===== src/rtl/sha1_digest_serializer.sv =====
// Captures a SHA-1 digest on the rising edge of done and streams it MSB-first over a tx_wr/tx_busy byte
// handshake. Define SHA1_DIGEST_HEX_EN to send lowercase ASCII hex followed by a newline.
module sha1_digest_serializer #(
  parameter int NBYTES = 20
) (
  input  logic                clk,
  input  logic                rst_n,
  input  logic                done,
  input  logic [8*NBYTES-1:0] context_in,
  input  logic                tx_busy,
  output logic [7:0]          tx_data,
  output logic                tx_wr,
  output logic                busy,
  output logic                sent,
  output logic                overrun
);
`ifdef SHA1_DIGEST_HEX_EN
  localparam int NSYM = 2*NBYTES + 1;
`else
  localparam int NSYM = NBYTES;
`endif
  localparam int IW = $clog2(NSYM + 1);
  localparam int DW = 8*NBYTES;

  typedef enum logic [1:0] {IDLE = 2'd0, SEND = 2'd1, WAIT_ACK = 2'd2, WAIT_DONE = 2'd3} state_t;

  state_t        state_r, state_s;
  logic          done_q_r;
  logic [DW-1:0] shift_r, shift_s;
  logic [IW-1:0] idx_r, idx_s;
  logic [7:0]    tx_data_r, tx_data_s;
  logic          tx_wr_r, tx_wr_s;
  logic          busy_r, busy_s;
  logic          sent_r, sent_s;
  logic          overrun_r, overrun_s;
  logic          cap_s, last_s, shift_adv_s;
  logic [7:0]    sym_s;

  assign cap_s  = done & ~done_q_r;
  assign last_s = (idx_r == IW'(NSYM - 1));

`ifdef SHA1_DIGEST_HEX_EN
  function automatic logic [7:0] nib2hex(input logic [3:0] n);
    if (n < 4'd10) nib2hex = 8'h30 + {4'h0, n};
    else           nib2hex = 8'h57 + {4'h0, n};  // 8'h57 + 10 lands on 'a'
  endfunction

  // Symbol selection: high nibble on even index, low nibble on odd, newline as the final symbol
  always_comb begin
    sym_s       = 8'h00;
    shift_adv_s = idx_r[0];
    if (last_s)        sym_s = 8'h0A;
    else if (idx_r[0]) sym_s = nib2hex(shift_r[DW-5 -: 4]);
    else               sym_s = nib2hex(shift_r[DW-1 -: 4]);
  end
`else
  // Symbol selection: the top byte of the shift register, advancing every symbol
  always_comb begin
    sym_s       = shift_r[DW-1 -: 8];
    shift_adv_s = 1'b1;
  end
`endif

  // Next-state and next-output logic
  always_comb begin
    state_s   = state_r;
    shift_s   = shift_r;
    idx_s     = idx_r;
    tx_data_s = tx_data_r;
    tx_wr_s   = 1'b0;
    busy_s    = busy_r;
    sent_s    = 1'b0;
    overrun_s = overrun_r | (cap_s & busy_r);
    case (state_r)
      IDLE: begin
        if (cap_s) begin
          shift_s = context_in;
          idx_s   = '0;
          busy_s  = 1'b1;
          state_s = SEND;
        end else begin
          state_s = IDLE;
        end
      end
      SEND: begin
        if (!tx_busy) begin
          tx_wr_s   = 1'b1;
          tx_data_s = sym_s;
          state_s   = WAIT_ACK;
        end else begin
          state_s = SEND;
        end
      end
      WAIT_ACK: begin
        if (tx_busy) state_s = WAIT_DONE;
        else         state_s = WAIT_ACK;
      end
      WAIT_DONE: begin
        if (!tx_busy) begin
          if (last_s) begin
            sent_s  = 1'b1;
            busy_s  = 1'b0;
            state_s = IDLE;
          end else begin
            idx_s = idx_r + IW'(1);
            if (shift_adv_s) shift_s = shift_r << 8;
            else             shift_s = shift_r;
            state_s = SEND;
          end
        end else begin
          state_s = WAIT_DONE;
        end
      end
      default: begin
        busy_s  = 1'b0;
        state_s = IDLE;
      end
    endcase
  end

  // State and registered outputs
  always_ff @(posedge clk or negedge rst_n) begin
    if (!rst_n) begin
      state_r   <= IDLE;
      done_q_r  <= 1'b0;
      shift_r   <= '0;
      idx_r     <= '0;
      tx_data_r <= 8'h00;
      tx_wr_r   <= 1'b0;
      busy_r    <= 1'b0;
      sent_r    <= 1'b0;
      overrun_r <= 1'b0;
    end else begin
      state_r   <= state_s;
      done_q_r  <= done;
      shift_r   <= shift_s;
      idx_r     <= idx_s;
      tx_data_r <= tx_data_s;
      tx_wr_r   <= tx_wr_s;
      busy_r    <= busy_s;
      sent_r    <= sent_s;
      overrun_r <= overrun_s;
    end
  end

  assign tx_data = tx_data_r;
  assign tx_wr   = tx_wr_r;
  assign busy    = busy_r;
  assign sent    = sent_r;
  assign overrun = overrun_r;
endmodule

===== config.mk =====
export PLATFORM = sky130hd
export DESIGN_NAME = sha1_digest_serializer
export DESIGN_NICKNAME = d
export VERILOG_FILES = /design/src/rtl/sha1_digest_serializer.sv
export SDC_FILE = /design/constraint.sdc
export NUM_CORES = 1
export LEC_CHECK = 0
export ABC_AREA = 1
export BUFFER_PORTS_ARGS = -buffer_cell sky130_fd_sc_hd__buf_2
export CAP_MARGIN = 20
export CORE_MARGIN = 2
export CORE_UTILIZATION = 60
export DETAILED_ROUTE_END_ITERATION = 16
export PLACE_DENSITY = 0.89
export SETUP_SLACK_MARGIN = 0.1
export SLEW_MARGIN = 40
export SYNTH_ARGS = -nofsm -noshare
export SYNTH_HDL_FRONTEND = slang
export SYNTH_SLANG_ARGS = --single-unit

===== constraint.sdc =====
create_clock -name clk -period 2.7 [get_ports clk]
set_input_delay 0.27 -clock clk [delete_from_list [all_inputs] [get_ports clk]]
set_output_delay 0.27 -clock clk [all_outputs]
set_load 0.03 [all_outputs]

==> impl_summary.txt <==
----------------------------------------------------
[Synthesis]
  Post-Syn Area per Cell ... roughly 7 um2
  Post-synthesis instance total ... 1300
  Number of flops mapped to enable cells by yosys ... 0
  Count of state elements after synthesis ... 180
  Synth Warn # ... 0
  Dominant synthesized flop cell ... sky130_fd_sc_hd__dfrtp_1
  Distinct cell type count of the synthesized netlist ... 21
  Post-synthesis sequential area ratio ... between 40% and 50%
  Async S/R FF share, synth ... 100%
  Share of Yosys cell area claimed by the top area cell type ... approximately 49%
  Top cells by area in the synthesized netlist ... sky130_fd_sc_hd__dfrtp_1, sky130_fd_sc_hd__nand2_1, sky130_fd_sc_hd__nand3_1
  Area of the mapped netlist ... 9130 um2
  Commonest cells in the synthesized netlist ... sky130_fd_sc_hd__nand2_1, sky130_fd_sc_hd__dfrtp_1, sky130_fd_sc_hd__nand3_1
  Nets in the synthesized netlist ... 1465
  Leading cell type by number of instances after synthesis ... sky130_fd_sc_hd__nand2_1
  Library cell occupying the most area in the post-synthesis netlist ... sky130_fd_sc_hd__dfrtp_1

[Detailed routing]
  DRC marker count from the first detailed-route iteration ... about 960
  Post-route antenna net violation count ... 0
  Number of vias per cell after detailed routing ... about 5.3
  First-pass iteration count of the detailed router ... 7
  Wire length reported by the detailed router ... about 22000 um
  DRC errors left ... 0
  Total number of vias ... about 8700
  Average wire per standard cell ... 13.8 um

[Power and ir drop]
  Static leakage ... 6.28 nW
  Pwr Density ... between 1000 and 1500 nW/um2
  Power, Total ... around 14 mW
  Worst ir drop on vdd ... roughly 1.0 mV

[STA]
  Hold violation total from the final report ... 0
  Final-report max-slew violation count ... 0
  Setup repair after global routing missed its margin ... no
  Worst slew margin relative to its limit ... about half
  Transition at the pin with the smallest max-transition slack ... roughly 0.72 ns
  Final worst path period share ... 78.5%
  Setup-violating endpoint count in the final report ... 0
  Setup total negative slack ... 0 ns
  Highest achievable clock rate ... 472 MHz
  Final worst clock skew ... around 0.012 ns
  Final Critical Period ... roughly 2.1 ns

[GRT]
  Antenna violations before repair ... 1
  Number of global-route vias before repair ... slightly below 8000
  Global-route congestion overflow total ... 0
  Largest net degree at the start of global routing ... around 170
  Wire length of the first global-routing pass ... 36900 um
  Total global routing track utilization ... ~28%

[Clocking]
  Setup Fix Bufs, Post-CTS ... 0
  CTS clock-pin slew for the worst setup and hold paths ... approximately 0.060 ns
  H-tree level count ... 4
  Clock Root Buffer ... sky130_fd_sc_hd__clkbuf_16
  Post-cts sizing count ... 0
  Clock latency on the worst-skew pair ... 0.44 ns
  Total clock sinks ... 180
  Hold_buf cts ... 2
  Clock tree from TritonCTS ... built
  Maximum number of buffers from clock root to sink ... 2
  TritonCTS buffer count ... 17

[Floorplanning]
  Initial core utilization ... between 60 and 70%
  Placement Rows ... 45
  Number of placed I/O pins ... 176
  Die X ... ~130 um
  Floorplan die height ... 127 um
  Area of the core ... 15000 um2
  Die area ... approximately 16000 um2

[Outcome]
  Result of the run ... finished, final reports clean

[Min path]
  Type of the most critical hold path ... input pin to flop

[Setup path]
  Worst Setup Path Type ... flop to flop
  Startpoint kind of the worst setup timing path ... flop
  Critical path arrival ... around 2.5 ns
  Endpoint type of the worst setup path ... flop
  Required arrival time at the worst endpoint ... 3.06 ns
  Crit-path max FO ... approximately 170

[Place]
  Post-placement cell area ... approximately 10000 um2
  Count of buffers from port buffering ... between 150 and 200
  Gp weighted congestion ... around 0.83
  DPL Wire Length ... ~13000 um

[Cells and area]
  FF/Latch Area ... 4500 um2
  Fin area ... around 11000 um2
  Signed area change from the synthesized netlist to the final layout ... 16.4%
  Number of inserted filler cells in the final layout ... between 1000 and 1500
  Layout net count ... roughly 1600
  Area taken by multi-input logic gates ... about 4100 um2
  Proportion of layout cells with a drive suffix above 1 ... roughly 16%

[Flow run]
  Max cap viols ... 0

----------------------------------------------------
[per-stage QoR]
step           std cells  hold WS (ns)  utilization, %  worst slack, ns
6_report            1620        0.0607            70.7            0.581
4_1_cts             1619        0.0438            70.7            0.633
2_1_floorplan       1300       -0.0256               -             1.18
3_5_place_dp        1585         0.240            66.2            0.662
5_1_grt             1620        0.0523            70.7            0.435
3_3_place_gp        1585         0.233            66.2            0.720
[report_power, final]
part           total, mW  internal [mW]  switching, mW
logic               6.41           1.95           4.47
clock network       2.71           1.66           1.05
registers           4.62           3.96          0.657
[state kept, by name, indices dropped and copies added (netlist names)]
register	flops
idx_r	5
tx_wr	1
sent	1
done_q_r	1
overrun	1
tx_data	8
busy	1
state_r	2
shift_r	160
[critical path: stages, from the launching register on]
cell and delay (ns):
sky130_fd_sc_hd__dfrtp_1 0.42, sky130_fd_sc_hd__ha_1 0.27, sky130_fd_sc_hd__nand2_1 0.07, sky130_fd_sc_hd__inv_1 0.03, sky130_fd_sc_hd__nand2_1 0.07, sky130_fd_sc_hd__nand2_1 0.15, sky130_fd_sc_hd__nand2_8 0.12, sky130_fd_sc_hd__buf_12 0.54
sky130_fd_sc_hd__nand3_1 0.17, sky130_fd_sc_hd__nand2_1 0.13
[cells in the final DEF, fill, tap and decap left out]
cell                              n
sky130_fd_sc_hd__nand2_8          2
sky130_fd_sc_hd__buf_4            5
sky130_fd_sc_hd__dlygate4sd3_1    2
sky130_fd_sc_hd__clkinv_4         1
sky130_fd_sc_hd__clkinv_1         1
sky130_fd_sc_hd__buf_2          174
sky130_fd_sc_hd__a31o_2           1
sky130_fd_sc_hd__nor3_1           1
sky130_fd_sc_hd__clkinv_2         4
sky130_fd_sc_hd__dfrtp_1        180
sky130_fd_sc_hd__o21a_1           1
sky130_fd_sc_hd__diode_2          1
sky130_fd_sc_hd__xnor2_1          1
sky130_fd_sc_hd__nand3_1        160
sky130_fd_sc_hd__nand2_1        834
sky130_fd_sc_hd__buf_12           6
sky130_fd_sc_hd__nand3b_1         9
sky130_fd_sc_hd__nand2_4          1
sky130_fd_sc_hd__clkbuf_8         1
sky130_fd_sc_hd__buf_6            1
sky130_fd_sc_hd__bufinv_16        5
sky130_fd_sc_hd__nor2_1           8
sky130_fd_sc_hd__nand4_1          1
sky130_fd_sc_hd__inv_1            7
sky130_fd_sc_hd__clkbuf_16       17
sky130_fd_sc_hd__a31oi_1          1
sky130_fd_sc_hd__clkinvlp_4       4
sky130_fd_sc_hd__ha_1             1
sky130_fd_sc_hd__inv_4            2
[path summary, 6_finish.rpt]
| check | start | cells past startpoint | slack [ns] | endpoint |
|---|---|---|---|---|
| worst min register to register | shift_r[96] | 2 | 0.47 | shift_r[96] |
| worst min-delay path | tx_busy | 2 | 0.06 | sent |
| worst max-delay path | idx_r[0] | 9 | 0.58 | shift_r[52] |
| worst max register to register | idx_r[0] | 9 | 0.58 | shift_r[52] |
| min in group asynchronous | rst_n | 2 | 0.35 | shift_r[144] |
| max in group asynchronous | rst_n | 3 | 1.52 | shift_r[58] |
[logic make-up after synthesis]
| group | synth area share (%) |
|---|---|
| buffers and inverters | 5.77 |
| adder cells (fa/ha/maj) | 0.137 |
| flip-flops | 49.3 |
| XOR/XNOR | 0.0959 |
| AO/OA/AOI/OAI | 0.247 |
| AND/OR/NAND/NOR | 44.4 |
[area by class of cell]
class / count / share of cell area [%]
repair buffers: 188 / 9.97
inverters: 10 / 0.400
multi-input cells: 1021 / 38.9
flip-flops and latches: 180 / 42.4
well taps: 188 / 2.21
clock buffers: 18 / 4.13
clock inverters: 14 / 1.97
diodes: 1 / 0.0235
[layer usage]
layer	global-route usage, %	part of all wire [%]	vias up
met5	0	0	-
met4	9.50	1.9	0
met3	4.82	6.5	33
met2	45.3	49	332
met1	39.6	43	4032
li1	-	-	4256
(Power assumes the default switching activity.)
